`src/rtl/freq_period_monitor.sv`:
```
// freq_period_monitor: measures the period and high time of a square wave,
// averages both over a sliding window, and reports frequency stability and
// loss of input.
module freq_period_monitor #(
  parameter int COUNTER_WIDTH = 18,
  parameter int AVG_LOG2      = 2,
  parameter int THRESH_SHIFT  = 5,
  parameter int STABLE_CYCLES = 4,
  parameter int DEBOUNCE      = 2
) (
  input  logic                     clk,
  input  logic                     rst_n,
  input  logic                     signal_in,
  input  logic                     enable,
  output logic [COUNTER_WIDTH-1:0] period,
  output logic [COUNTER_WIDTH-1:0] high_time,
  output logic                     period_valid,
  output logic                     stable,
  output logic                     timeout
);

  localparam int DEPTH = 1 << AVG_LOG2;
  localparam int SW    = COUNTER_WIDTH + AVG_LOG2;
  localparam int FW    = AVG_LOG2 + 1;
  localparam int DBW   = $clog2(DEBOUNCE + 1);
  localparam int SCW   = $clog2(STABLE_CYCLES + 1);
  localparam logic [COUNTER_WIDTH-1:0] CNT_MAX = '1;
  localparam logic [COUNTER_WIDTH-1:0] CNT_ONE = {{(COUNTER_WIDTH-1){1'b0}}, 1'b1};

  logic                     filt;
  logic [DBW-1:0]           db_cnt;
  logic                     rise;
  logic                     fall;

  logic [COUNTER_WIDTH-1:0] cnt;
  logic                     armed;
  logic [COUNTER_WIDTH-1:0] h_cap;
  logic [COUNTER_WIDTH-1:0] win_p [DEPTH];
  logic [COUNTER_WIDTH-1:0] win_h [DEPTH];
  logic [AVG_LOG2-1:0]      wr_ptr;
  logic [FW-1:0]            fill;
  logic [SW-1:0]            sum_p;
  logic [SW-1:0]            sum_h;
  logic [SCW-1:0]           stable_cnt;
  logic [COUNTER_WIDTH-1:0] avg_p;
  logic [COUNTER_WIDTH-1:0] thresh;
  logic                     upd;

  logic                     full;
  logic                     push;
  logic                     at_target;
  logic                     in_range;
  logic [COUNTER_WIDTH-1:0] oldest_p;
  logic [COUNTER_WIDTH-1:0] oldest_h;
  logic [COUNTER_WIDTH-1:0] lo_bound;
  logic [COUNTER_WIDTH:0]   hi_bound;

  // The oldest window entry only leaves the sum once the window is full.
  assign full      = (fill == FW'(DEPTH));
  assign oldest_p  = full ? win_p[wr_ptr] : '0;
  assign oldest_h  = full ? win_h[wr_ptr] : '0;
  assign lo_bound  = (avg_p >= thresh) ? (avg_p - thresh) : '0;
  assign hi_bound  = {1'b0, avg_p} + {1'b0, thresh};
  assign in_range  = (cnt >= lo_bound) && ({1'b0, cnt} <= hi_bound);
  assign at_target = (stable_cnt == SCW'(STABLE_CYCLES));
  // An edge landing on the saturation cycle counts as a fresh first edge.
  assign push      = rst_n && enable && rise && armed && (cnt != CNT_MAX);

  // Deglitch: accept a new level only after it has held DEBOUNCE clocks;
  // keeps tracking through a soft clear so no false edge follows enable.
  always_ff @(posedge clk) begin
    if (!rst_n) begin
      filt   <= 1'b0;
      db_cnt <= '0;
      rise   <= 1'b0;
      fall   <= 1'b0;
    end else begin
      rise <= 1'b0;
      fall <= 1'b0;
      if (signal_in != filt) begin
        if (db_cnt == DBW'(DEBOUNCE - 1)) begin
          filt   <= signal_in;
          db_cnt <= '0;
          rise   <= signal_in;
          fall   <= ~signal_in;
        end else begin
          db_cnt <= db_cnt + 1'b1;
        end
      end else begin
        db_cnt <= '0;
      end
    end
  end

  // Sample windows; stale contents are masked by fill, so no reset needed.
  always_ff @(posedge clk) begin
    if (push) begin
      win_p[wr_ptr] <= cnt;
      win_h[wr_ptr] <= h_cap;
    end
  end

  // Measurement, averaging, stability tracking and timeout.
  always_ff @(posedge clk) begin
    if (!rst_n || !enable) begin
      cnt          <= '0;
      armed        <= 1'b0;
      h_cap        <= '0;
      wr_ptr       <= '0;
      fill         <= '0;
      sum_p        <= '0;
      sum_h        <= '0;
      stable_cnt   <= '0;
      avg_p        <= '0;
      thresh       <= '0;
      upd          <= 1'b0;
      period       <= '0;
      high_time    <= '0;
      period_valid <= 1'b0;
      stable       <= 1'b0;
      timeout      <= 1'b0;
    end else begin
      upd          <= 1'b0;
      period_valid <= 1'b0;

      if (upd) begin
        avg_p  <= COUNTER_WIDTH'(sum_p >> AVG_LOG2);
        thresh <= COUNTER_WIDTH'(sum_p >> (AVG_LOG2 + THRESH_SHIFT));
        stable <= at_target;
        if (at_target) begin
          period       <= COUNTER_WIDTH'(sum_p >> AVG_LOG2);
          high_time    <= COUNTER_WIDTH'(sum_h >> AVG_LOG2);
          period_valid <= 1'b1;
        end else begin
          period    <= '0;
          high_time <= '0;
        end
      end

      if (fall) begin
        h_cap <= cnt;
      end

      if (rise) begin
        cnt     <= CNT_ONE;
        armed   <= 1'b1;
        timeout <= 1'b0;
        if (push) begin
          sum_p  <= sum_p + SW'(cnt) - SW'(oldest_p);
          sum_h  <= sum_h + SW'(h_cap) - SW'(oldest_h);
          wr_ptr <= wr_ptr + 1'b1;
          upd    <= 1'b1;
          if (!full) begin
            fill <= fill + 1'b1;
          end else if (!in_range) begin
            stable_cnt <= '0;
          end else if (!at_target) begin
            stable_cnt <= stable_cnt + 1'b1;
          end
        end else if (armed) begin
          fill         <= '0;
          wr_ptr       <= '0;
          sum_p        <= '0;
          sum_h        <= '0;
          stable_cnt   <= '0;
          stable       <= 1'b0;
          period       <= '0;
          high_time    <= '0;
          period_valid <= 1'b0;
        end
      end else if (cnt != CNT_MAX) begin
        cnt <= cnt + 1'b1;
      end else if (armed) begin
        armed        <= 1'b0;
        timeout      <= 1'b1;
        fill         <= '0;
        wr_ptr       <= '0;
        sum_p        <= '0;
        sum_h        <= '0;
        stable_cnt   <= '0;
        stable       <= 1'b0;
        period       <= '0;
        high_time    <= '0;
        period_valid <= 1'b0;
      end
    end
  end

endmodule
```
`config.mk`:
```
export PLATFORM = sky130hd
export DESIGN_NAME = freq_period_monitor
export DESIGN_NICKNAME = d
export VERILOG_FILES = /design/src/rtl/freq_period_monitor.sv
export SDC_FILE = /design/constraint.sdc
export NUM_CORES = 1
export LEC_CHECK = 0
export ABC_AREA = 1
export CORE_MARGIN = 2
export CORE_UTILIZATION = 70
export CTS_BUF_LIST = sky130_fd_sc_hd__clkbuf_8
export DETAILED_ROUTE_END_ITERATION = 16
export PLACE_DENSITY = 0.95
export RECOVER_POWER = 25
export SYNTH_ARGS = -nofsm -noshare
export SYNTH_HDL_FRONTEND = slang
export SYNTH_SLANG_ARGS = --single-unit
export TNS_END_PERCENT = 20
```
`constraint.sdc`:
```
create_clock -name clk -period 11.3 [get_ports clk]
set_input_delay 3.39 -clock clk [delete_from_list [all_inputs] [get_ports clk]]
set_output_delay 3.39 -clock clk [all_outputs]
set_load 0.02 [all_outputs]
```
After elaboration in Yosys (flattened, before gate mapping)
Memory sizes are Yosys's and may differ from the RTL's. A register that Yosys moved wholly into a read port is not among the register bits.
Cells that the tools add are included.

storage, ports and cells
  memory bits (writable) = 144
  bits of input ports = 4
  memories = 2
  register bits after elaboration = 161
  word-level logic and storage cells = 128

memories
  name   words  bits a word  read ports  clocked after Yosys merged registers in  write ports  line  RTL
  win_h  4      18           1           1                                        1            39    logic [COUNTER_WIDTH-1:0] win_h [DEPTH];
  win_p  4      18           1           1                                        1            38    logic [COUNTER_WIDTH-1:0] win_p [DEPTH];

operators by class
  $lt $le $gt $ge = 3
  reduce and logical (&&, ||, !) cells = 17
  $add $sub $neg = 11
  multiplexer cells = 60
  bitwise logic cells = 5
  equal/unequal tests = 9

operator list
  cell                                                             count
  18-bit two-way mux                                               15
  20-bit two-way mux                                               8
  20-bit by 18-bit adder with 20-bit output                        2
  20-bit by 18-bit subtractor with 20-bit output                   2
  3-bit two-way mux                                                12
  18-bit by 13-bit adder with 19-bit output                        1
  18-bit by 19-bit <= comparator with 1-bit output                 1
  18-bit by 1-bit adder with 18-bit output, second input constant  1
  18-bit by 13-bit >= comparator with 1-bit output                 1
  18-bit >= comparator                                             1
  18-bit != test, second input constant                            1
  18-bit by 13-bit subtractor with 18-bit output                   1
  1-bit two-way mux                                                17
  2-bit two-way mux                                                8
  3-bit by 1-bit adder with 3-bit output, second input constant    2
  3-bit == test, second input constant                             2
  3-bit != test, second input constant                             2
  2-bit AND reduction                                              3
  3-bit AND reduction                                              2
  1-bit logical AND                                                5
  1-bit NOT                                                        5
  2-bit by 1-bit adder with 2-bit output, second input constant    2
  4-bit != test, second input constant                             1
  2-bit OR reduction                                               2
  7 further kinds                                                  8

Longest topological paths before layout
Gate-level depths: netlist of the first run.

  depth after elaboration = 8
  mapped depth = 32
  mapped depth without buffers = 31

Worst setup path before layout of the first run
No wires, ideal clock.

  kind = input -> register
  from = in rst_n
  to = mem win_h[0][0], enable pin
  arrival = 5.491 ns
  cell stages on the path = 5
  setup time = 0.429 ns
  slack = 5.380 ns
  buffers on the path = 1
  cell sequence = nand2_1 -> nor3_1 -> nand2_2 -> buf_2 -> nor2_1

on the way
  cells in the longest elaborated chain, start to end = 6

RTL lines
  item                                     line  RTL
  from (decl)                              12    input logic rst_n,
  1-bit logical AND (4 in a row)           67    assign push = rst_n && enable && rise && armed && (cnt != CNT_MAX);
  1-bit two-way mux                        97    if (push) begin
  1-bit two-way mux (not written as such)  99    win_h[wr_ptr] <= h_cap;
  to (decl)                                39

Every way passes these cells.

Worst setup path after layout of the first run
  from = in rst_n
  to = mem win_p[0][3], enable pin

on the way
  cells in the longest elaborated chain, start to end = 6

RTL lines
  item                                     line  RTL
  1-bit logical AND (4 in a row)           67
  1-bit two-way mux                        97
  1-bit two-way mux (not written as such)  98    win_p[wr_ptr] <= cnt;
  to (decl)                                38

Every way passes these cells.

==> flow_metrics.tcl, run 1 <==
set metrics [dict create \
    synthXorXnorAreaFrac_pct 2.04 \
    setup_viol_count_final 0 \
    wl_per_cell_um 19.3 \
    cp-start-kind "input pin" \
    initial_core_util_pct 71.4 \
    final_max_slew_viol_count 0 \
    clock_skew_ps 27.3 \
    maxCapViolCount 0 \
    cts_resized 0 \
    cts_max_path_buffers 3 \
    antennaDiodeCount 0 \
    yosysSeqAreaShare_pct 43.7 \
    first_pass_iters 6 \
    postSynthAreaPerCell_um2 8.20 \
    rsz0062_at_grt "false" \
    r2r-end "sum_p[16]$_SDFFE_PP0P_" \
    die_h_um 159 \
    grt_pass1_wl_um 72300 \
    p_leak_nw 7.67 \
    clk_transition_reported_paths_ps 60 \
    p_per_area_mw_per_mm2 120 \
    ant_nets 0 \
    drive_above_1_share_pct 5.51 \
    synth_simple_gate_area_share_pct 18.9 \
    hpwlAfterDp_um 32500 \
    yosys_most_used_dff "dfxtp_1" \
    track_usage_pct 37.6 \
    synth_nets 2198 \
    post-route-min-period_ps 6050 \
    synthCells 2044 \
    routed_wirelength_um 46700 \
    io_buffers 42 \
    hold_buffers 0 \
    dieArea_mm2 0.0252 \
    grt_max_degree 74 \
    antenna_found_initial 0 \
    endpoint "win_p[0][3]$_DFFE_PP_" \
    hold_viol_final 0 \
    fmax_mhz 165 \
    vias 14647 \
    cts_tree "built" \
    final_nets 2222 \
    place_area_mm2 0.0173 \
    core_mm2 0.0235 \
    post_cts_buffers 0 \
    rows 56 \
    synth_cell_types 49 \
    outcome "finished, final reports clean" \
    max_slew_margin_pct 21.6 \
    die_x_um 159 \
    crit_chain "clkdlybuf4s50_1 -> nand2_2 -> buf_4 -> nor3_1 -> nand2_2 -> nor2_4" \
    cts_made_buffers 45 \
    drt-initial-drc-count 1520 \
    ys_async_sr_fraction_pct 0 \
    synthMuxAreaShare_pct 0 \
    drc_errors 0 \
    crit_path_start "rst_n" \
    clock-root-buffer "clkbuf_8" \
    slowest_delay_ps 1050 \
    path_buf_inv 2 \
    critical_path_arrival_ps 6220 \
    clk_latency_ps 580 \
    crit_slowest_cell "nor2_4" \
    crit_top_cell "nand2_2" \
    pin_count 43 \
    synthToLayoutAreaGrowth_pct 9.58 \
    gp_congestion 0.984 \
    yosysWarnings 0 \
    synth_compound_area_share_pct 14.1 \
    worstPathRequired_ps 11470 \
    synth_top_family_by_area "simple AND/OR/NAND/NOR gates" \
    path_class "input pin to flip-flop" \
    min-delay-path-class "flip-flop to flip-flop" \
    path_depth 6 \
    crit_fanout 70 \
    clock_sinks 294 \
    grt_pass1_vias 14104 \
    endpoint_kind "flip-flop" \
    netlist_area_mm2 0.0168 \
    synth_fa_ha_area_share_pct 12.9 \
    design_area_mm2 0.0184 \
    path_delay_family "simple AND/OR/NAND/NOR gates" \
    ys_ff_latch 294 \
    reg2regPathDepth 17 \
    ir_drop_v 0.000139 \
    ff2ff_setup_slack_ps 6770 \
    setup_tns_ps 0 \
    fin_crit_sh_pct 53.6 \
    worst_pin_slew_ps 1170 \
    overflow 0 \
    synth_edf_count 144 \
    vias_per_cell 6.04 \
    htreeDepth 2 \
]
-- state kept, by name, summed over array words and instances, names as in the netlist, 2 cells and up, named ones only --
register	cells
stable_cnt	3
wr_ptr	2
cnt	18
avg_p	18
win_p	72
h_cap	18
sum_h	20
fill	3
win_h	72
period	18
db_cnt	2
sum_p	20
high_time	18
-- how the worst min path moves through the flow --
stage                         start                    to  slack [ps]  cells after the start
2_1_floorplan  db_cnt[0]$_SDFF_PP0_  db_cnt[0]$_SDFF_PP0_         400                      1
5_1_grt        db_cnt[0]$_SDFF_PP0_  db_cnt[0]$_SDFF_PP0_         450                      1
4_1_cts        db_cnt[0]$_SDFF_PP0_  db_cnt[0]$_SDFF_PP0_         420                      1
3_3_place_gp   db_cnt[0]$_SDFF_PP0_  db_cnt[0]$_SDFF_PP0_         410                      1
6_report       db_cnt[0]$_SDFF_PP0_  db_cnt[0]$_SDFF_PP0_         420                      1
3_5_place_dp   db_cnt[0]$_SDFF_PP0_  db_cnt[0]$_SDFF_PP0_         410                      1
-- worst reg2reg max path: cells and delay by family (launching register included) --
kind	cells	cell delay, ps
compound gates	8	1740
flops	1	330
simple gates	3	310
buf+inv	4	1120
fa+ha+maj	2	880
-- kinds of logic after synthesis --
group,after synthesis
buffers and inverters,351
xor gates and xnor gates,39
DFF,294
adders and majority gates,150
and+or+nand+nor,762
AOI/OAI and AO/OA,448
-- cells in the final DEF, fill, tap and decap left out, drive strengths merged --
cell type / instances
nand2: 355
inv: 287
nor2: 269
a21oi: 246
o21ai: 151
dfxtp: 150
edfxtp: 144
ha: 112
nand3: 70
clkbuf: 52
clkdlybuf4s50: 42
fa: 38
xor2: 30
nor3: 24
nand4: 15
o22ai: 14
clkinv: 14
xnor2: 9
nor4: 8
or2: 8
a21o: 7
bufinv: 7
buf: 7
nand3b: 6
o21a: 6
o31ai: 5
a211oi: 4
and2: 4
o21bai: 3
a31oi: 3
o211ai: 3
a21boi: 3
and3: 2
a221oi: 2
clkinvlp: 2
nor3b: 1
a22oi: 1
-- layer usage --
layer | wire length, µm | vias to the layer above | GRT usage [%]
met2 | 21400 | 896 | 60.6
met3 | 4740 | 261 | 8.95
met5 | 0 | - | 0
met4 | 3840 | 0 | 27.7
li1 | - | 6784 | -
met1 | 16700 | 6706 | 44.0
-- layout make-up --
class                      count  area, µm²
tap                          319        399
multi-input combinational   1399       8070
clock buffer                  52        716
clock inverter                31        322
sequential                   294       7330
fill                        1539       5120
timing repair buffer          49        473
inverter                     279       1050
-- power by group --
group	switching (W)	internal [W]	leakage [nW]
Clock	0.000431	0.000584	0.572
Combinational	0.0000455	0.0000217	4.55
Sequential	0.00000472	0.00111	2.54
-- metrics by stage --
step           util [%]  total power [W]  setup slack [ps]  instances  hold WS [ps]
2_1_floorplan         -          0.00118              5380       2044           397
3_3_place_gp       73.8          0.00120              4820       2340           406
3_5_place_dp       73.8          0.00120              4750       2340           412
4_1_cts            78.2          0.00219              5270       2423           421
5_1_grt            78.2          0.00225              5080       2423           451
6_report           78.2          0.00220              5250       2423           416
-- cell usage after synthesis (2+ instances only) --
master	count	area, µm²
o211ai_1	2	15.0
nand2_2	6	37.5
ha_1	112	1400
clkinv_1	5	18.8
a21oi_2	2	17.5
xor2_1	30	263
nor2_1	268	1010
a21boi_0	2	15.0
xnor2_1	9	78.8
nand4_1	15	93.8
nand3_2	3	30.0
nor3_2	3	30.0
o21bai_1	3	22.5
o22ai_1	14	87.6
a221oi_1	2	17.5
dfxtp_1	150	3000
nand2_1	349	1310
o21a_1	6	45.0
edfxtp_1	144	4320
a31oi_1	3	18.8
nand3_1	66	330
buf_2	9	45.0
fa_1	38	761
and2_1	4	25.0
buf_1	9	33.8
nand3b_1	6	45.0
clkbuf_1	46	173
a21oi_1	244	1220
o21ai_0	146	731
inv_2	7	26.3
nor3_1	20	100
a211oi_1	4	30.0
nor4_1	8	50.1
o21ai_1	4	20.0
o31ai_1	5	37.5
buf_6	7	78.8
a21o_1	7	52.6
or2_2	8	50.1
and3_1	2	12.5
inv_1	267	1000
Power figures use the tool's default switching activity.
==> run 2: changes to the inputs <==
CORE_UTILIZATION = 65   (was 70)
PLACE_DENSITY = 0.9   (was 0.95)
clock period = 5.85 ns   (was 11.3 ns; I/O delays follow)
==> run 2 against run 1 <==
Combinational power is 92% higher. Cell count up 1.1%. Count of clock-buffer cells in the layout down 2. Total power rose by 82%. Setup slack lost 4000 ps. Register-to-register slack worse by 5500 ps. Clock skew rose by 2.2 ps. Wire length fell by 2.2%. Non-clock buffer count increased by 9. Via count is 1.4% lower. Critical path depth increased by 8. Sequential power grew 93%. Highest routed layer unchanged.
==> flow_metrics.tcl, run 2 (synthesis results as in run 1) <==
set metrics [dict create \
    drt-initial-drc-count 1503 \
    cp-start-kind "flip-flop" \
    drc_errors 0 \
    ant_nets 0 \
    fmax_mhz 219 \
    die_h_um 165 \
    wl_per_cell_um 18.6 \
    gp_congestion 0.984 \
    setup_viol_count_final 0 \
    cts_tree "built" \
    io_buffers 42 \
    grt_pass1_vias 13782 \
    clk_latency_ps 590 \
    cts_max_path_buffers 3 \
    final_cells 2449 \
    vias_per_cell 5.90 \
    overflow 0 \
    cts_resized 0 \
    clk_transition_reported_paths_ps 70 \
    dieArea_mm2 0.0271 \
    post_cts_buffers 0 \
    hold_viol_final 0 \
    final_cell_mix "348 x nand2_1, 282 x inv_1, 264 x nor2_1, 244 x a21oi_1, 149 x dfxtp_1" \
    ir_drop_v 0.000180 \
    p_leak_nw 7.66 \
    grt_pass1_wl_um 71000 \
    htreeDepth 2 \
    hpwlAfterDp_um 33800 \
    final_nets 2233 \
    clock-root-buffer "clkbuf_8" \
    p_per_area_mw_per_mm2 219 \
    setup_tns_ps 0 \
    vias 14441 \
    layout_commonest_cell "nand2_1" \
    synthToLayoutAreaGrowth_pct 9.34 \
    worstPathRequired_ps 6280 \
    crit_top_cell "a21oi_1" \
    endpoint_kind "flip-flop" \
    antenna_found_initial 0 \
    rows 58 \
    hold_slack_ps 417 \
    critical_path_arrival_ps 4990 \
    outcome "finished, final reports clean" \
    routed_wirelength_um 45700 \
    pin_count 43 \
    maxCapViolCount 0 \
    drive_above_1_share_pct 5.57 \
    min-delay-path-class "flip-flop to flip-flop" \
    initial_core_util_pct 66.3 \
    fin_crit_sh_pct 78.0 \
    post-place-cells 2360 \
    max_slew_margin_pct 27.4 \
    core_mm2 0.0253 \
    clock_skew_ps 29.6 \
    clock_sinks 294 \
    hold_buffers 0 \
    rsz0062_at_grt "false" \
    die_x_um 165 \
    worst_pin_slew_ps 1090 \
    post-route-min-period_ps 4560 \
    final_max_slew_viol_count 0 \
    cts_made_buffers 47 \
    crit_fanout 38 \
    crit_slowest_cell "inv_1" \
    crit_chain "inv_1 -> buf_4 -> buf_4 -> o21ai_0 -> a21oi_1 -> fa_1 -> inv_1 -> ha_1 -> a21oi_1 -> o21ai_0 -> a221oi_1 -> nand4_1 -> nand3_1 -> a21oi_1" \
    reg_top3 "win_h (72), win_p (72)" \
    slowest_delay_ps 780 \
    grt_max_degree 70 \
    first_pass_iters 6 \
    track_usage_pct 33.9 \
    path_class "flip-flop to flip-flop" \
]
-- run 2: changes by cell type in the layout (fill, tap and decap cells not counted), sizes merged, moves of 2 or more --
cell,change
inv,+5
buf,+9
bufinv,-5
clkinv,+8
clkbuf,-2
-- run 2: layer usage --
layer	vias up	wire, µm	track usage (%)
li1	6816	-	-
met1	6755	17400	40.3
met2	696	22000	57.9
met3	174	3460	5.90
met4	0	2840	20.1
met5	-	0	0
-- run 2: metrics by stage --
stage | setup slack (ps) | power (W) | cell area [µm²] | utilization (%)
after detailed placement | 1410 | 0.00232 | 17400 | 68.9
after CTS | 1410 | 0.00401 | 18300 | 72.5
after global routing | 954 | 0.00411 | 18300 | 72.5
after floorplan | 1560 | 0.00229 | 16800 | -
after global placement | 1490 | 0.00232 | 17400 | 68.9
final | 1290 | 0.00401 | 18300 | 72.5
-- run 2: critical path, delay by kind of cell (launching register included) --
kind | cells | cell delay, ps
simple gates | 2 | 250
fa+ha+maj | 2 | 780
buf+inv | 4 | 1490
compound gates | 6 | 1380
flops | 1 | 490
-- run 2: path summary, 6_finish.rpt --
check | slack [ps] | cells past startpoint | start | endpoint
hold reg to reg | 420 | 1 | db_cnt[0]$_SDFF_PP0_ | db_cnt[0]$_SDFF_PP0_
hold / removal | 420 | 1 | db_cnt[0]$_SDFF_PP0_ | db_cnt[0]$_SDFF_PP0_
setup / recovery | 1290 | 14 | flip-flop | sum_h[19]$_SDFFE_PP0P_
setup reg to reg | 1290 | 14 | flip-flop | sum_h[19]$_SDFFE_PP0P_
-- run 2: final cells by class --
class	count	area, µm²
multi-input combinational	1399	8070
antenna	1	2.50
fill	1891	6940
sequential	294	7330
clock inverter	38	224
tap	330	413
timing repair buffer	58	541
clock buffer	50	688
inverter	279	1050
-- run 2: power breakdown --
part	internal (W)	switching, W	total, W
clock	0.000888	0.000836	0.00172
combinational	0.0000423	0.0000865	0.000129
sequential	0.00215	0.00000905	0.00216
==> RTL edit 1 (settings of run 2) <==
Set the parameter `STABLE_CYCLES` to 2 (it was 4).
--- a/src/rtl/freq_period_monitor.sv
+++ b/src/rtl/freq_period_monitor.sv
@@ -5,7 +5,7 @@
   parameter int COUNTER_WIDTH = 18,
   parameter int AVG_LOG2      = 2,
   parameter int THRESH_SHIFT  = 5,
-  parameter int STABLE_CYCLES = 4,
+  parameter int STABLE_CYCLES = 2,
   parameter int DEBOUNCE      = 2
 ) (
   input  logic                     clk,
Behaviour: same outputs for any inputs over 4 cycles, from zero or initial values and one cycle with rst_n low; that may be too few to reach the edited logic, so the function may still have changed.
==> RTL edit 1 against run 2 <==
Routed wire length rose by 3.9%. Worst hold slack improved by 0.0022 ns. Setup slack improved by 0.17 ns. Critical endpoint is now sum_p[13]$_SDFFE_PP0P_. Total power rose by 4.6%. Area after synthesis rose by 0.31%. Sequential cell count fell by 1. Clock power rose by 11%. Final area rose by 0.76%. Synthesized cell count fell by 0.73%.
==> RTL edit 1: results (changes against run 2) <==
Status
  – Run status: finished clean

Worst setup path
  – CP delay by family, top: compound AO/OA/AOI/OAI gates
  – WP data arrival: 4.91 ns (-0.08 ns)
  – Crit-path max FO: 23 (-39%)
  – Crit-path max cell delay: 0.67 ns (-0.11 ns)
  – Critical-path top delay cell: nand2_1
  – FF-to-FF setup slack: 1.45 ns (+0.17 ns)

Route
  – Initial detailed-routing violation count: 1475 (-1.9%)
  – Vias per inst: 5.99 (+1.6%)
  – WL per Instance: 19.5 um (+4.8%)
  – Via Count: 14538 (+0.67%)
  – Met3 wire length: 3710 um (+7.3%)
  – Met2 routed WL: 22800 um (+3.9%)
  – Met1 wire length: 17200 um (-0.94%)

Final layout
  – Nets: 2211 (-0.99%)
  – Share of layout cells above drive strength 1: 7.01% (+1.4 points)
  – Diodes inserted: 0 (-1)
  – Buffering overhead: 2.81% (-0.14 points)
  – Non-clock buffer count: 55 (-5.2%)
  – Filler cell count: 1833 (-3.1%)
  – Multi-input combinational area share: 44.1% (+0.069 points)
  – Area Overhead vs Synth: 9.82%
  – Seq area share: 39.6% (-0.41 points)
  – CLK BUF: 54 (+8.0%)
  – Multi-input comb cells: 1382 (-1.2%)

Placement
  – Dpl cells: 2339 (-0.89%)
  – Routability cong.: 0.973 (-1.1%)
  – Pre-CTS setup slack: 1.18 ns (-0.232 ns)

Synthesis
  – Synth top cells by count: nand2_1, inv_1, a21oi_1, nor2_1, o21ai_0
  – Number of synthesized register bits: 293 (-0.34%)
  – Synth Area in Compound Gates: 14.5% (+0.40 points)
  – Sequential-to-total area share from yosys stat: 43.5% (-0.26 points)
  – Synth top area cells: edfxtp_1, dfxtp_1, ha_1, nand2_1, a21oi_1
  – Post-Synth Adder-Cell Area: 12.8% (-0.11 points)
  – Syn Inst Count: 2029 (-0.73%)
  – Post-Synth XOR/XNOR Area: 2.29% (+0.25 points)

Pwr
  – Seq pwr share: 51.2% (-2.6 points)
  – Worst VDD drop: 0.209 mV (+16%)
  – Clk network pwr share: 45.7% (+2.7 points)
  – Switching pwr: 0.940 mW (+0.98%)

STA
  – Worst hold slack: 0.419 ns (+0.00224 ns)
  – Final Skew: 0.0308 ns (+0.00118 ns)

Global route
  – Met1 Use GR: 41.4% (+1.1 points)
  – Vias in the first global route: 13965 (+1.3%)
  – GRT Total Usage: 35.5% (+1.5 points)
  – Pin count of the biggest net entering global routing: 55 (-21%)
  – Global routing met2 resource utilization: 60.8% (+2.9 points)
  – First-pass GRT wire length: 73700 um (+3.9%)
-- RTL edit 1: changes by cell type after synthesis, moves of 6 or more --
cell / before / now
o21ai_0: 146 / 159
o22ai_1: 14 / 0
nand2_1: 349 / 330
a21oi_1: 244 / 226
nand3_1: 66 / 106
a21oi_2: 2 / 19
o21ai_1: 4 / 10
nor2_1: 268 / 218
-- RTL edit 1: final timing paths --
check,start,endpoint,cells past startpoint
max,fill[0]$_SDFFE_PP0P_,sum_p[13]$_SDFFE_PP0P_,17
min,db_cnt[0]$_SDFF_PP0_,db_cnt[0]$_SDFF_PP0_,1
max reg2reg,fill[0]$_SDFFE_PP0P_,sum_p[13]$_SDFFE_PP0P_,17
min reg2reg,db_cnt[0]$_SDFF_PP0_,db_cnt[0]$_SDFF_PP0_,1
==> RTL edit 2 (flow settings as in run 2) <==
Without the edit above. Register the output `timeout` once more, without a reset; this adds one clock of latency there. The other outputs are not delayed to match.
--- a/src/rtl/freq_period_monitor.sv
+++ b/src/rtl/freq_period_monitor.sv
@@ -26,6 +26,8 @@
   localparam int SCW   = $clog2(STABLE_CYCLES + 1);
   localparam logic [COUNTER_WIDTH-1:0] CNT_MAX = '1;
   localparam logic [COUNTER_WIDTH-1:0] CNT_ONE = {{(COUNTER_WIDTH-1){1'b0}}, 1'b1};
+
+  logic timeout_s0;
 
   logic                     filt;
   logic [DBW-1:0]           db_cnt;
@@ -118,7 +120,7 @@
       high_time    <= '0;
       period_valid <= 1'b0;
       stable       <= 1'b0;
-      timeout      <= 1'b0;
+      timeout_s0   <= 1'b0;
     end else begin
       upd          <= 1'b0;
       period_valid <= 1'b0;
@@ -144,7 +146,7 @@
       if (rise) begin
         cnt     <= CNT_ONE;
         armed   <= 1'b1;
-        timeout <= 1'b0;
+        timeout_s0 <= 1'b0;
         if (push) begin
           sum_p  <= sum_p + SW'(cnt) - SW'(oldest_p);
           sum_h  <= sum_h + SW'(h_cap) - SW'(oldest_h);
@@ -172,7 +174,7 @@
         cnt <= cnt + 1'b1;
       end else if (armed) begin
         armed        <= 1'b0;
-        timeout      <= 1'b1;
+        timeout_s0   <= 1'b1;
         fill         <= '0;
         wr_ptr       <= '0;
         sum_p        <= '0;
@@ -186,4 +188,8 @@
     end
   end
 
+  always_ff @(posedge clk) begin
+    timeout <= timeout_s0;
+  end
+
 endmodule
Function: same outputs for any inputs over 4 cycles, from zero or initial values and one cycle with rst_n low; that may be too few to reach the edited logic, so the function may still have changed.
==> RTL edit 2 against run 2 <==
Area after synthesis increased by 0.12%. Critical path depth increased by 7. Sequential cell count rose by 1. Total power grew 2.7%. Routed wire length grew 2.0%. Setup slack improved by 0.42 ns. Clock power rose by 6%. Final area up 0.34%. Final cell count fell by 0.20%. Sequential power about the same. Largest power group unchanged.
==> RTL edit 2: results (changes against run 2) <==
Status
  – Run status: finished clean

Route
  – Via Count: 14525 (+0.58%)
  – Router iterations before antenna repair: 8 (+2)
  – Initial detailed-routing violation count: 1398 (-7.0%)
  – Drt total wl: 46600 um (+2.0%)

Final layout
  – Filler cell count: 1818 (-3.9%)
  – Filler-free cell count of the finished design: 2444 (-0.20%)
  – Share of layout cells above drive strength 1: 5.58% (+0.011 points)
  – Nets: 2230 (-0.13%)

Placement
  – Pre-CTS setup slack: 1.66 ns (+0.248 ns)
  – Hpwl dp: 33500 um (-1.1%)

Global route
  – Vias in the first global route: 14051 (+2.0%)
  – Pin count of the biggest net entering global routing: 73 (+4.3%)
  – GRT Total Usage: 34.8% (+0.87 points)

STA
  – Max-slew headroom: 32.1% (+4.7 points)
  – Final Skew: 0.0196 ns (-0.00995 ns)

Pwr
  – Leak: 7.70 nW (+0.56%)
  – PD cells: 224 nW/um^2 (+2.3%)
  – Worst VDD drop: 0.242 mV (+35%)

Worst setup path
  – Critical-path top delay cell: dfxtp_1
  – Crit-path max cell delay: 0.53 ns (-0.25 ns)
  – Crit-path max FO: 8 (-79%)
  – CP delay by family, top: compound AO/OA/AOI/OAI gates
  – WP data arrival: 4.59 ns (-0.40 ns)

Synthesis
  – Sequential-to-total area share from yosys stat: 43.8% (+0.067 points)
  – Synth top cells by count: nand2_1, nor2_1, inv_1, a21oi_1, dfxtp_1
  – Syn Inst Count: 2045 (+0.049%)
  – Synth top area cells: edfxtp_1, dfxtp_1, ha_1, nand2_1, a21oi_1
RTL edit 2: cell count changes in the layout (fill, tap and decap cells not counted), moves of 2 or more:
cell      delta
buf_4        -3
clkbuf_8     +6
clkinv_1     -9
clkinv_2     -3
inv_1        +5
inv_6        -2
RTL edit 2: path summary, 6_finish.rpt:
check                                        startpoint                         end  slack, ns  cells past startpoint
worst min-delay path            timeout_s0$_SDFFE_PP0P_             timeout$_DFF_P_       0.36                      0
worst min register to register  timeout_s0$_SDFFE_PP0P_             timeout$_DFF_P_       0.36                      0
worst max-delay path             avg_p[14]$_SDFFE_PP0P_  stable_cnt[1]$_SDFFE_PP0P_       1.71                     21
worst max register to register   avg_p[14]$_SDFFE_PP0P_  stable_cnt[1]$_SDFFE_PP0P_       1.71                     21
RTL edit 2: area by class of cell:
class	count	share of cell area [%]
multi-input cells	1399	43.9
flip-flops and latches	295	40.0
inverters	279	5.70
clock buffers	56	4.19
repair buffers	55	2.82
well taps	330	2.25
clock inverters	30	1.12
RTL edit 2: layer usage:
layer	up-vias	track usage (%)	wire [um]
li1	6810	-	-
met1	6739	42.0	17600
met2	781	58.8	22100
met3	195	6.13	3920
met4	0	20.2	2930
met5	-	0	0
RTL edit 2: logic make-up (layout without fill, tap and decap cells):
group                    Yosys count  count (layout)  synth area share [%]
buffers and inverters            351             420                  8.26
flip-flops                       295             295                  43.8
AND/OR/NAND/NOR                  762             762                  18.9
XOR/XNOR                          39              39                  2.04
adder cells (fa/ha/maj)          150             150                  12.9
AO/OA/AOI/OAI                    448             448                  14.1
RTL edit 2: power by group:
part | internal, mW | switching [mW]
logic | 0.0420 | 0.0883
clock network | 1.00 | 0.823
registers | 2.15 | 0.00826
